==> src/rtl/apb_uart_pkg.sv <==
// Shared definitions for the APB UART: register offsets,
// STATUS bit positions and the TX/RX state encodings.
package apb_uart_pkg;

    localparam logic [1:0] REG_DATA   = 2'd0;
    localparam logic [1:0] REG_STATUS = 2'd1;
    localparam logic [1:0] REG_CTRL   = 2'd2;
    localparam logic [1:0] REG_BAUD   = 2'd3;

    localparam int ST_TXFULL  = 0;
    localparam int ST_TXEMPTY = 1;
    localparam int ST_RXFULL  = 2;
    localparam int ST_RXEMPTY = 3;
    localparam int ST_TXBUSY  = 4;
    localparam int ST_OE      = 5;

    typedef enum logic [1:0] {
        TX_IDLE,
        TX_START,
        TX_DATA,
        TX_STOP
    } tx_state_e;

    typedef enum logic [1:0] {
        RX_IDLE,
        RX_START,
        RX_DATA,
        RX_STOP
    } rx_state_e;

endpackage

==> src/rtl/uart_fifo.sv <==
// Synchronous FIFO used for the UART TX and RX queues.
// A pop in the same cycle frees a slot for a push into a full FIFO.
module uart_fifo #(
    parameter int WIDTH = 8,
    parameter int DEPTH = 8
) (
    input  logic             clk_i,
    input  logic             rst_i,
    input  logic             push_i,
    input  logic             pop_i,
    input  logic [WIDTH-1:0] din_i,
    output logic             full_o,
    output logic             empty_o,
    output logic [WIDTH-1:0] dout_o
);

    localparam int AW = $clog2(DEPTH);
    localparam logic [AW:0] ONE = 1;

    logic [WIDTH-1:0] mem_q [DEPTH];
    logic [AW:0]      wr_q, wr_d;
    logic [AW:0]      rd_q, rd_d;
    logic             do_push, do_pop;

    assign empty_o = (wr_q == rd_q);
    assign full_o  = (wr_q[AW] != rd_q[AW]) &&
                     (wr_q[AW-1:0] == rd_q[AW-1:0]);
    assign dout_o  = mem_q[rd_q[AW-1:0]];

    assign do_pop  = pop_i & ~empty_o;
    assign do_push = push_i & (~full_o | do_pop);

    // Pointer advance for accepted pushes and pops
    always_comb begin
        wr_d = wr_q;
        rd_d = rd_q;
        if (do_push) wr_d = wr_q + ONE;
        if (do_pop)  rd_d = rd_q + ONE;
    end

    // Pointer registers
    always_ff @(posedge clk_i or posedge rst_i) begin
        if (rst_i) begin
            wr_q <= '0;
            rd_q <= '0;
        end else begin
            wr_q <= wr_d;
            rd_q <= rd_d;
        end
    end

    // Storage array; contents are don't-care while empty
    always_ff @(posedge clk_i) begin
        if (do_push) mem_q[wr_q[AW-1:0]] <= din_i;
    end

endmodule

==> src/rtl/apb_uart.sv <==
// APB3 peripheral UART, 8N1 LSB first, 16x oversampling tick.
// Optional feature macro: UART_LOOPBACK_EN (CTRL[2] TX->RX loopback).
module apb_uart #(
    parameter int          FIFO_DEPTH  = 8,
    parameter logic [15:0] BAUDDIV_RST = 16'd3
) (
    input  logic        PCLK,
    input  logic        PRESET,
    input  logic        PSEL,
    input  logic        PENABLE,
    input  logic        PWRITE,
    input  logic [11:0] PADDR,
    input  logic [15:0] PWDATA,
    output logic [15:0] PRDATA,
    output logic        UARTTXD,
    input  logic        UARTRXD
);

    import apb_uart_pkg::*;

`ifdef UART_LOOPBACK_EN
    localparam logic [2:0] CTRL_MASK = 3'b111;
`else
    localparam logic [2:0] CTRL_MASK = 3'b011;
`endif

    logic [1:0]  addr;
    logic        wr_en, rd_en;
    logic        unused_addr;

    logic [2:0]  ctrl_q, ctrl_d;
    logic [15:0] baud_q, baud_d;
    logic [15:0] cnt_q, cnt_d;
    logic        oe_q, oe_d;
    logic        tick, loop, txen, rxen;
    logic [15:0] status;

    logic        tx_push, tx_pop, tx_full, tx_empty;
    logic [7:0]  tx_dout;
    logic        rx_push, rx_pop, rx_full, rx_empty, rx_ovf;
    logic [8:0]  rx_din, rx_dout;

    tx_state_e   tx_st_q, tx_st_d;
    logic [3:0]  tx_tk_q, tx_tk_d;
    logic [2:0]  tx_bit_q, tx_bit_d;
    logic [7:0]  tx_sh_q, tx_sh_d;
    logic        tx_line_q, tx_line_d;
    logic        tx_go, tx_bit_end;

    rx_state_e   rx_st_q, rx_st_d;
    logic [3:0]  rx_tk_q, rx_tk_d;
    logic [2:0]  rx_bit_q, rx_bit_d;
    logic [7:0]  rx_sh_q, rx_sh_d;
    logic [1:0]  sync_q;
    logic        rx_in, rx_s;

    assign addr        = PADDR[3:2];
    assign unused_addr = ^{PADDR[11:4], PADDR[1:0]};
    assign wr_en       = PSEL & PENABLE & PWRITE;
    assign rd_en       = PSEL & PENABLE & ~PWRITE;

    assign txen = ctrl_q[0];
    assign rxen = ctrl_q[1];
`ifdef UART_LOOPBACK_EN
    assign loop = ctrl_q[2];
`else
    assign loop = 1'b0;
`endif

    assign tick    = (cnt_q == baud_q);
    assign tx_push = wr_en && (addr == REG_DATA);
    assign rx_pop  = rd_en && (addr == REG_DATA) && !rx_empty;
    assign rx_din  = {~rx_s, rx_sh_q};
    assign rx_ovf  = rx_push & rx_full & ~rx_pop;

    assign UARTTXD = loop ? 1'b1 : tx_line_q;
    assign rx_in   = loop ? tx_line_q : UARTRXD;
    assign rx_s    = sync_q[1];

    uart_fifo #(.WIDTH(8), .DEPTH(FIFO_DEPTH)) u_tx_fifo (
        .clk_i   (PCLK),
        .rst_i   (PRESET),
        .push_i  (tx_push),
        .pop_i   (tx_pop),
        .din_i   (PWDATA[7:0]),
        .full_o  (tx_full),
        .empty_o (tx_empty),
        .dout_o  (tx_dout)
    );

    uart_fifo #(.WIDTH(9), .DEPTH(FIFO_DEPTH)) u_rx_fifo (
        .clk_i   (PCLK),
        .rst_i   (PRESET),
        .push_i  (rx_push),
        .pop_i   (rx_pop),
        .din_i   (rx_din),
        .full_o  (rx_full),
        .empty_o (rx_empty),
        .dout_o  (rx_dout)
    );

    // Register writes, sticky overrun flag and baud counter
    always_comb begin
        ctrl_d = ctrl_q;
        baud_d = baud_q;
        oe_d   = oe_q;
        cnt_d  = tick ? 16'd0 : cnt_q + 16'd1;
        if (wr_en) begin
            case (addr)
                REG_STATUS: if (PWDATA[ST_OE]) oe_d = 1'b0;
                REG_CTRL:   ctrl_d = PWDATA[2:0] & CTRL_MASK;
                REG_BAUD: begin
                    baud_d = PWDATA;
                    cnt_d  = 16'd0;
                end
                default: ;
            endcase
        end
        if (rx_ovf) oe_d = 1'b1;
    end

    // Status word and combinational read mux
    always_comb begin
        status             = '0;
        status[ST_TXFULL]  = tx_full;
        status[ST_TXEMPTY] = tx_empty;
        status[ST_RXFULL]  = rx_full;
        status[ST_RXEMPTY] = rx_empty;
        status[ST_TXBUSY]  = (tx_st_q != TX_IDLE);
        status[ST_OE]      = oe_q;
        PRDATA             = '0;
        if (rd_en) begin
            case (addr)
                REG_DATA:   if (!rx_empty) PRDATA = {7'd0, rx_dout};
                REG_STATUS: PRDATA = status;
                REG_CTRL:   PRDATA = {13'd0, ctrl_q};
                default:    PRDATA = baud_q;
            endcase
        end
    end

    assign tx_go      = txen & ~tx_empty;
    assign tx_bit_end = tick && (tx_tk_q == 4'd15);

    // TX framing: start, 8 data bits, stop; chains frames without gap
    always_comb begin
        tx_st_d  = tx_st_q;
        tx_tk_d  = tx_tk_q;
        tx_bit_d = tx_bit_q;
        tx_sh_d  = tx_sh_q;
        tx_pop   = 1'b0;
        if (tick && tx_st_q != TX_IDLE) tx_tk_d = tx_tk_q + 4'd1;
        case (tx_st_q)
            TX_IDLE: if (tx_go) begin
                tx_pop  = 1'b1;
                tx_sh_d = tx_dout;
                tx_tk_d = 4'd0;
                tx_st_d = TX_START;
            end
            TX_START: if (tx_bit_end) begin
                tx_bit_d = 3'd0;
                tx_st_d  = TX_DATA;
            end
            TX_DATA: if (tx_bit_end) begin
                tx_sh_d  = {1'b0, tx_sh_q[7:1]};
                tx_bit_d = tx_bit_q + 3'd1;
                if (tx_bit_q == 3'd7) tx_st_d = TX_STOP;
            end
            TX_STOP: if (tx_bit_end) begin
                if (tx_go) begin
                    tx_pop  = 1'b1;
                    tx_sh_d = tx_dout;
                    tx_st_d = TX_START;
                end else begin
                    tx_st_d = TX_IDLE;
                end
            end
            default: tx_st_d = TX_IDLE;
        endcase
        tx_line_d = 1'b1;
        if (tx_st_d == TX_START)     tx_line_d = 1'b0;
        else if (tx_st_d == TX_DATA) tx_line_d = tx_sh_d[0];
    end

    // RX framing: mid-bit sampling from the start-bit edge
    always_comb begin
        rx_st_d  = rx_st_q;
        rx_tk_d  = rx_tk_q;
        rx_bit_d = rx_bit_q;
        rx_sh_d  = rx_sh_q;
        rx_push  = 1'b0;
        if (tick && rx_st_q != RX_IDLE) rx_tk_d = rx_tk_q + 4'd1;
        case (rx_st_q)
            RX_IDLE: if (rxen && !rx_s) begin
                rx_tk_d = 4'd0;
                rx_st_d = RX_START;
            end
            RX_START: if (tick && rx_tk_q == 4'd7) begin
                rx_tk_d  = 4'd0;
                rx_bit_d = 3'd0;
                rx_st_d  = rx_s ? RX_IDLE : RX_DATA;
            end
            RX_DATA: if (tick && rx_tk_q == 4'd15) begin
                rx_sh_d  = {rx_s, rx_sh_q[7:1]};
                rx_bit_d = rx_bit_q + 3'd1;
                if (rx_bit_q == 3'd7) rx_st_d = RX_STOP;
            end
            RX_STOP: if (tick && rx_tk_q == 4'd15) begin
                rx_push = 1'b1;
                rx_st_d = RX_IDLE;
            end
            default: rx_st_d = RX_IDLE;
        endcase
    end

    // All control and datapath state
    always_ff @(posedge PCLK or posedge PRESET) begin
        if (PRESET) begin
            ctrl_q    <= '0;
            baud_q    <= BAUDDIV_RST;
            cnt_q     <= '0;
            oe_q      <= 1'b0;
            tx_st_q   <= TX_IDLE;
            tx_tk_q   <= '0;
            tx_bit_q  <= '0;
            tx_sh_q   <= '0;
            tx_line_q <= 1'b1;
            rx_st_q   <= RX_IDLE;
            rx_tk_q   <= '0;
            rx_bit_q  <= '0;
            rx_sh_q   <= '0;
            sync_q    <= 2'b11;
        end else begin
            ctrl_q    <= ctrl_d;
            baud_q    <= baud_d;
            cnt_q     <= cnt_d;
            oe_q      <= oe_d;
            tx_st_q   <= tx_st_d;
            tx_tk_q   <= tx_tk_d;
            tx_bit_q  <= tx_bit_d;
            tx_sh_q   <= tx_sh_d;
            tx_line_q <= tx_line_d;
            rx_st_q   <= rx_st_d;
            rx_tk_q   <= rx_tk_d;
            rx_bit_q  <= rx_bit_d;
            rx_sh_q   <= rx_sh_d;
            sync_q    <= {sync_q[0], rx_in};
        end
    end

endmodule

==> config.mk <==
export PLATFORM = sky130hd
export DESIGN_NAME = apb_uart
export DESIGN_NICKNAME = d
export VERILOG_FILES = /design/src/rtl/apb_uart_pkg.sv /design/src/rtl/uart_fifo.sv /design/src/rtl/apb_uart.sv
export SDC_FILE = /design/constraint.sdc
export NUM_CORES = 1
export LEC_CHECK = 0
export BUFFER_PORTS_ARGS = -buffer_cell sky130_fd_sc_hd__buf_4
export CAP_MARGIN = 20
export CELL_PAD_IN_SITES_DETAIL_PLACEMENT = 0
export CELL_PAD_IN_SITES_GLOBAL_PLACEMENT = 1
export CORE_MARGIN = 10
export CORE_UTILIZATION = 50
export DETAILED_ROUTE_END_ITERATION = 6
export PLACE_DENSITY_LB_ADDON = 0.12
export REMOVE_ABC_BUFFERS = 1
export SLEW_MARGIN = 5
export SYNTH_ARGS = -nofsm -noshare
export SYNTH_HDL_FRONTEND = slang
export SYNTH_SLANG_ARGS = --single-unit
==> constraint.sdc <==
create_clock -name PCLK -period 3.8 [get_ports PCLK]
set_input_delay 0.76 -clock PCLK [delete_from_list [all_inputs] [get_ports PCLK]]
set_output_delay 0.76 -clock PCLK [all_outputs]
set_load 0.1 [all_outputs]
==> key figures, run 1 <==
Clock network
  – Later-pin clock latency in the skew report: 0.51 ns
  – CTS tree: done
  – # H-tree levels: 1
  – CTS sink count: 224
  – Post-CTS setup buffer count: 0
  – CTS Buf Count: 24
  – Hold buffer count at CTS: 0
  – Clock-pin slew on the worst setup and hold paths: 0.06 ns
  – Resized cells post-CTS: 0
  – Clk buf depth: 3
  – Clk root buf: clkbuf_16

Layout
  – Layout Nets: 791
  – Final core occ: 59.2%
  – Fin area: 11500 um^2
  – Share of layout cells above drive strength 1: 25.0%
  – Commonest cells after routing, fill and taps aside: edfxtp_1, dfrtp_1, buf_4
  – Commonest non-fill, non-tap cell in the layout: edfxtp_1
  – Antenna cells: 0
  – Growth of design area from synthesis to finish: 16.3%

Critical path
  – Reg2reg end: u_tx_fifo.mem_q[1][5]
  – CP Cell Sequence: xnor2_1 > nand3_1 > nor2b_1 > nand2b_1 > nor2_1 > a22o_1 > buf_4
  – Max incr delay on CP: 0.53 ns
  – Slowest-stage cell, CP: dfrtp_1
  – R2r setup slk: 0.77 ns
  – Crit-path max FO: 8
  – Critical Path AT: 2.78 ns
  – Critical path class: flip-flop to primary output
  – Critical Path End Type: primary output
  – Worst setup SP type: flip-flop
  – Delay-heaviest family, CP: simple AND/OR/NAND/NOR gates
  – Buf/Inv on CP: 1
  – WP data required: 3.04 ns
  – R2r startpoint: baud_q[4]
  – Worst-case reg-to-reg path depth: 8

Synth
  – Seq/Total Area, Yosys: 63.5%
  – Combinational family with the most area after synthesis: multiplexers
  – Mean Syn Cell Area: 14.7 um^2
  – Post-synthesis async set-or-reset flop share: 39.3%
  – Primary FF master, synth: edfxtp_1
  – Post-synth top area share: 41.2%
  – XOR/XNOR Fraction of Synth Area: 4.77%
  – Adder-cell share of the synthesized area: 2.02%
  – Mapped Cells: 675
  – Post-synth top area cell: edfxtp_1
  – Yosys reg bits: 224
  – Unique masters post-synth: 62
  – Post-synth EDFFs: 136
  – Synthesized area: 9910 um^2
  – Yosys Warn Count: 0
  – Multiplexer share of the synthesized area: 13.3%
  – Top cells by area, synth: edfxtp_1, dfrtp_1, mux4_2
  – Post-Synth Simple-Gate Area: 8.82%
  – Complex-gate fraction of the synthesized area: 5.75%

STA
  – Final critical-path share of the clock period: 93.2%
  – Setup Viol. Count Final: 0
  – Final Hold Viols: 0
  – Worst Tran Pin Value: 0.628 ns
  – Post-layout min period: 3.54 ns
  – Slew margin rel.: 57.8%
  – RSZ-0062 raised after global routing: false
  – Fmax: 0.282 GHz
  – Setup Skew: 0.0158 ns
  – Max-slew violations: 0
  – Final worst slack: 0.259 ns

Die
  – Die Wd: 161 um
  – I/O pin count: 51
  – Core Footprint: 19500 um^2
  – Site Rows: 51
  – Die Height: 161 um
  – Initial Utilization: 50.9%
  – Die area: 25800 um^2

Power
  – PD cells: 605 nW/um^2
  – VDD IR max: 0.580 mV
  – P_leak: 4.64 nW

Global routing
  – Number of global-route vias before repair: 5911
  – Initial antenna violation count: 0
  – All-Layer GR Usage: 15.7%
  – Largest net degree at the start of global routing: 60
  – Grt total ovfl: 0
  – First-pass GRT wire length: 32700 um

Route
  – DRC: 0
  – Post-route ant nets: 0
  – Vias per cell: 5.54
  – Initial DRC Count: 286
  – Met1 WL: 8660 um
  – First-pass iteration count of the detailed router: 6
  – Vias post-DR: 5677
  – Drt wl/cell: 20.0 um
  – Highest Signal Layer: met4
  – WL met2: 10800 um
  – Routed Wire Length: 20500 um
  – Routed length on met3: 627 um

Placed design
  – Place WS: 0.739 ns
  – DP Area: 10600 um^2
  – Final HPWL DP: 13700 um
  – Port Buffer Count: 40
  – RD Place Congestion: 0.827

Run
  – Max-capacitance violation count: 0

Hold path
  – Hold Path Class: input pin to async pin

Status
  – Status: complete, no violations
==> routing by layer <==
metal	global-route usage, %	vias up
met5	0	-
li1	-	2672
met2	28.3	83
met3	2.40	32
met4	3.89	0
met1	19.3	2890
==> worst max-delay path by stage <==
stage / from / endpoint / slack (ns) / cells after the start
CTS: u_rx_fifo.rd_q[0] / PRDATA[8] / 0.23 / 7
finish: u_rx_fifo.rd_q[1] / PRDATA[8] / 0.26 / 7
global placement: PSEL / u_rx_fifo.mem_q[1][7] / 0.76 / 8
detailed placement: PSEL / u_rx_fifo.mem_q[1][7] / 0.74 / 8
floorplan: u_rx_fifo.rd_q[0] / PRDATA[3] / -0.11 / 6
global route: u_rx_fifo.rd_q[0] / PRDATA[8] / 0.02 / 7
==> state kept, by name (all words and copies together) (netlist names), named ones only <==
register         count
tx_tk_q              4
rx_st_q              1
u_tx_fifo.wr_q       4
rx_tk_q              4
baud_q              16
sync_q               2
cnt_q               16
oe_q                 1
u_rx_fifo.rd_q       4
u_tx_fifo.mem_q     64
tx_st_q              2
u_rx_fifo.wr_q       4
tx_bit_q             3
u_rx_fifo.mem_q     72
ctrl_q               2
tx_sh_q              8
UARTTXD              1
u_tx_fifo.rd_q       4
rx_bit_q             3
rx_sh_q              8
==> power by group <==
group / switching, W / internal, W / total, W
registers: 0.000233 / 0.00277 / 0.00300
logic: 0.000774 / 0.000631 / 0.00141
clock network: 0.000940 / 0.00162 / 0.00256
total: 0.00195 / 0.00503 / 0.00697
==> area by class of cell <==
| class | instances | area, um^2 |
|---|---|---|
| clock buffers | 28 | 647 |
| clock inverters | 16 | 233 |
| fillers | 1525 | 7940 |
| inverters | 13 | 50.0 |
| multi-input cells | 410 | 3450 |
| flip-flops and latches | 224 | 6290 |
| well taps | 265 | 332 |
| repair buffers | 68 | 523 |
==> per-stage QoR <==
step	hold WS (ns)	power [W]	std cells	setup TNS (ns)
2_1_floorplan	0.345	0.00404	647	-0.106
3_3_place_gp	0.350	0.00444	979	0
3_5_place_dp	0.354	0.00447	979	0
4_1_cts	0.301	0.00703	1023	0
5_1_grt	0.323	0.00732	1024	0
6_report	0.287	0.00697	1024	0
==> logic make-up (layout without fill, tap and decap cells) <==
logic type	after synthesis	in the layout
AOI/OAI and AO/OA	79	79
xor gates and xnor gates	54	54
buffers and inverters	41	125
adders and majority gates	16	16
muxes	85	85
and+or+nand+nor	176	176
DFF	224	224
==> Yosys cell counts (8+ instances only) <==
| cell | instances |
|---|---|
| buf_2 | 8 |
| inv_1 | 13 |
| and2_1 | 8 |
| dfrtp_1 | 83 |
| xnor2_1 | 19 |
| ha_1 | 16 |
| xor2_1 | 35 |
| o21ai_0 | 19 |
| nor2_1 | 63 |
| a22o_1 | 11 |
| nor3_1 | 12 |
| nor4_1 | 9 |
| clkbuf_1 | 16 |
| mux4_2 | 34 |
| nand3_1 | 9 |
| mux2i_1 | 19 |
| edfxtp_1 | 136 |
| nand2_1 | 34 |
| mux2_2 | 31 |
| a21oi_1 | 14 |
Note: power is estimated with default switching activity, not from simulation.
==> run 2: changes to the inputs <==
CORE_ASPECT_RATIO = 1.2   (was not set)
==> run 2 against run 1 <==
  * Cell count decreased by 0.39%
  * First-iteration DRC count increased by 39%
  * Die area about the same
  * Critical endpoint is now PRDATA[7]
  * Non-clock buffer count increased by 3
==> key figures, run 2 (synthesized netlist as in run 1, its figures left out) <==
Status
  – Status: complete, no violations

STA
  – Setup Skew: 0.0109 ns (-0.00492 ns)
  – Final critical-path share of the clock period: 92.4% (-0.77 points)
  – Final worst slack: 0.288 ns (+0.0292 ns)
  – Post-layout min period: 3.51 ns (-0.0292 ns)
  – Worst Tran Pin Value: 0.789 ns (+0.161 ns)
  – RSZ-0062 raised after global routing: false
  – Setup Viol. Count Final: 0 (unchanged)
  – Worst hold slack: 0.355 ns (+0.0683 ns)
  – Final Hold Viols: 0 (unchanged)
  – Slew margin rel.: 47.3% (-10 points)
  – Fmax: 0.285 GHz (+0.83%)
  – TNS Setup: 0 ns (unchanged)
  – Max-slew violations: 0 (unchanged)

Die
  – Die area: 25900 um^2 (about the same)
  – Die Height: 174 um (+8.4%)
  – Core Footprint: 19500 um^2 (+0.44%)
  – Initial Utilization: 50.7% (-0.22 points)
  – Die Wd: 148 um (-7.6%)
  – Site Rows: 56 (+9.8%)
  – I/O pin count: 51 (unchanged)

Global routing
  – Initial antenna violation count: 0 (unchanged)
  – Grt total ovfl: 0 (unchanged)
  – First-pass GRT wire length: 33300 um (+1.9%)
  – All-Layer GR Usage: 16.1% (+0.44 points)
  – Number of global-route vias before repair: 6003 (+1.6%)
  – Largest net degree at the start of global routing: 48 (-20%)

Route
  – Vias post-DR: 5693 (+0.28%)
  – Post-route ant nets: 0 (unchanged)
  – Initial DRC Count: 397 (+39%)
  – Drt wl/cell: 20.5 um (+2.2%)
  – Routed Wire Length: 20900 um (+1.8%)
  – Vias per cell: 5.58 (+0.68%)
  – First-pass iteration count of the detailed router: 4 (-2)
  – DRC: 0 (unchanged)

Clock network
  – # H-tree levels: 1 (unchanged)
  – Post-CTS setup buffer count: 0 (unchanged)
  – Later-pin clock latency in the skew report: 0.50 ns (about the same)
  – Resized cells post-CTS: 0 (unchanged)
  – CTS Buf Count: 23 (-4.2%)
  – CTS sink count: 224 (unchanged)
  – Clk buf depth: 3 (unchanged)
  – Clk root buf: clkbuf_16
  – Clock-pin slew on the worst setup and hold paths: 0.06 ns (about the same)
  – CTS tree: done
  – Hold buffer count at CTS: 0 (unchanged)

Power
  – P_leak: 4.59 nW (-1.1%)
  – PD cells: 585 nW/um^2 (-3.4%)
  – VDD IR max: 0.538 mV (-7.3%)

Hold path
  – Hold Path Class: flip-flop to flip-flop
  – Hold-critical path depth: 0
  – Worst Hold Launch: sync_q[0]
  – Hold EP: sync_q[1]

Layout
  – Non-Filler Instances: 1020 (-0.39%)
  – Share of layout cells above drive strength 1: 24.8% (-0.26 points)
  – Max reg flops: 72 (unchanged)
  – Growth of design area from synthesis to finish: 15.1%
  – Commonest cells after routing, fill and taps aside: edfxtp_1, dfrtp_1, buf_4
  – Final core occ: 58.3% (-0.88 points)
  – Commonest non-fill, non-tap cell in the layout: edfxtp_1
  – Fillers: 1550 (+1.6%)
  – Layout Nets: 793 (+0.25%)
  – Antenna cells: 0 (unchanged)

Critical path
  – Reg2reg end: u_rx_fifo.mem_q[2][6]
  – Worst-case reg-to-reg path depth: 7 (-1)
  – Worst setup SP type: flip-flop
  – R2r startpoint: baud_q[7]
  – Crit-path max FO: 10 (+2)
  – R2r setup slk: 0.44 ns (-0.33 ns)
  – Critical path class: flip-flop to primary output
  – Critical Path End Type: primary output
  – Critical Path AT: 2.75 ns (-0.03 ns)
  – WP data required: 3.04 ns (about the same)

Placed design
  – Port Buffer Count: 40 (unchanged)
  – RD Place Congestion: 0.802 (-3.0%)
  – Final HPWL DP: 14400 um (+5.6%)
  – Placed cells: 978 (-0.10%)
  – Place WS: 0.453 ns (-0.286 ns)

Run
  – Max-capacitance violation count: 0 (unchanged)
## run 2: how the worst max path moves through the flow
stage / start / end
floorplan: u_rx_fifo.rd_q[0] / PRDATA[3]
global placement: baud_q[7] / u_tx_fifo.mem_q[2][0]
detailed placement: baud_q[7] / u_rx_fifo.mem_q[2][6]
CTS: u_rx_fifo.rd_q[1] / PRDATA[7]
global route: u_rx_fifo.rd_q[1] / PRDATA[7]
finish: u_rx_fifo.rd_q[1] / PRDATA[7]
## run 2: routing by layer
metal | routed length, um | up-vias | GRT usage (%)
met4 | 312 | 0 | 3.60
li1 | - | 2674 | -
met5 | 0 | - | 0
met1 | 8680 | 2910 | 20.2
met2 | 11200 | 84 | 28.6
met3 | 687 | 25 | 2.44
## run 2: final cells by class
| class | count | area, um^2 | area share (%) |
|---|---|---|---|
| sequential | 224 | 6290 | 55.2 |
| multi-input combinational | 410 | 3450 | 30.2 |
| clock buffer | 26 | 587 | 5.15 |
| timing repair buffer | 71 | 546 | 4.78 |
| tap | 261 | 327 | 2.86 |
| clock inverter | 15 | 155 | 1.36 |
| inverter | 13 | 50.0 | 0.439 |
## run 2: power by group
| part | switching (W) | internal, W |
|---|---|---|
| Sequential | 0.000227 | 0.00277 |
| Combinational | 0.000813 | 0.000634 |
| Clock | 0.000906 | 0.00132 |
## run 2: critical path, stage by stage (launching register included)
cell,delay [ns]
dfrtp_1,0.54
xnor2_1,0.19
nand3_1,0.16
nor2b_1,0.10
nand2b_1,0.23
nor2_1,0.47
a22o_1,0.24
buf_4,0.30
## run 2: through the flow
step	area (um^2)	total power [W]
finish	11400	0.00667
detailed placement	10700	0.00451
global route	11400	0.00699
floorplan	9780	0.00404
global placement	10700	0.00445
CTS	11400	0.00673
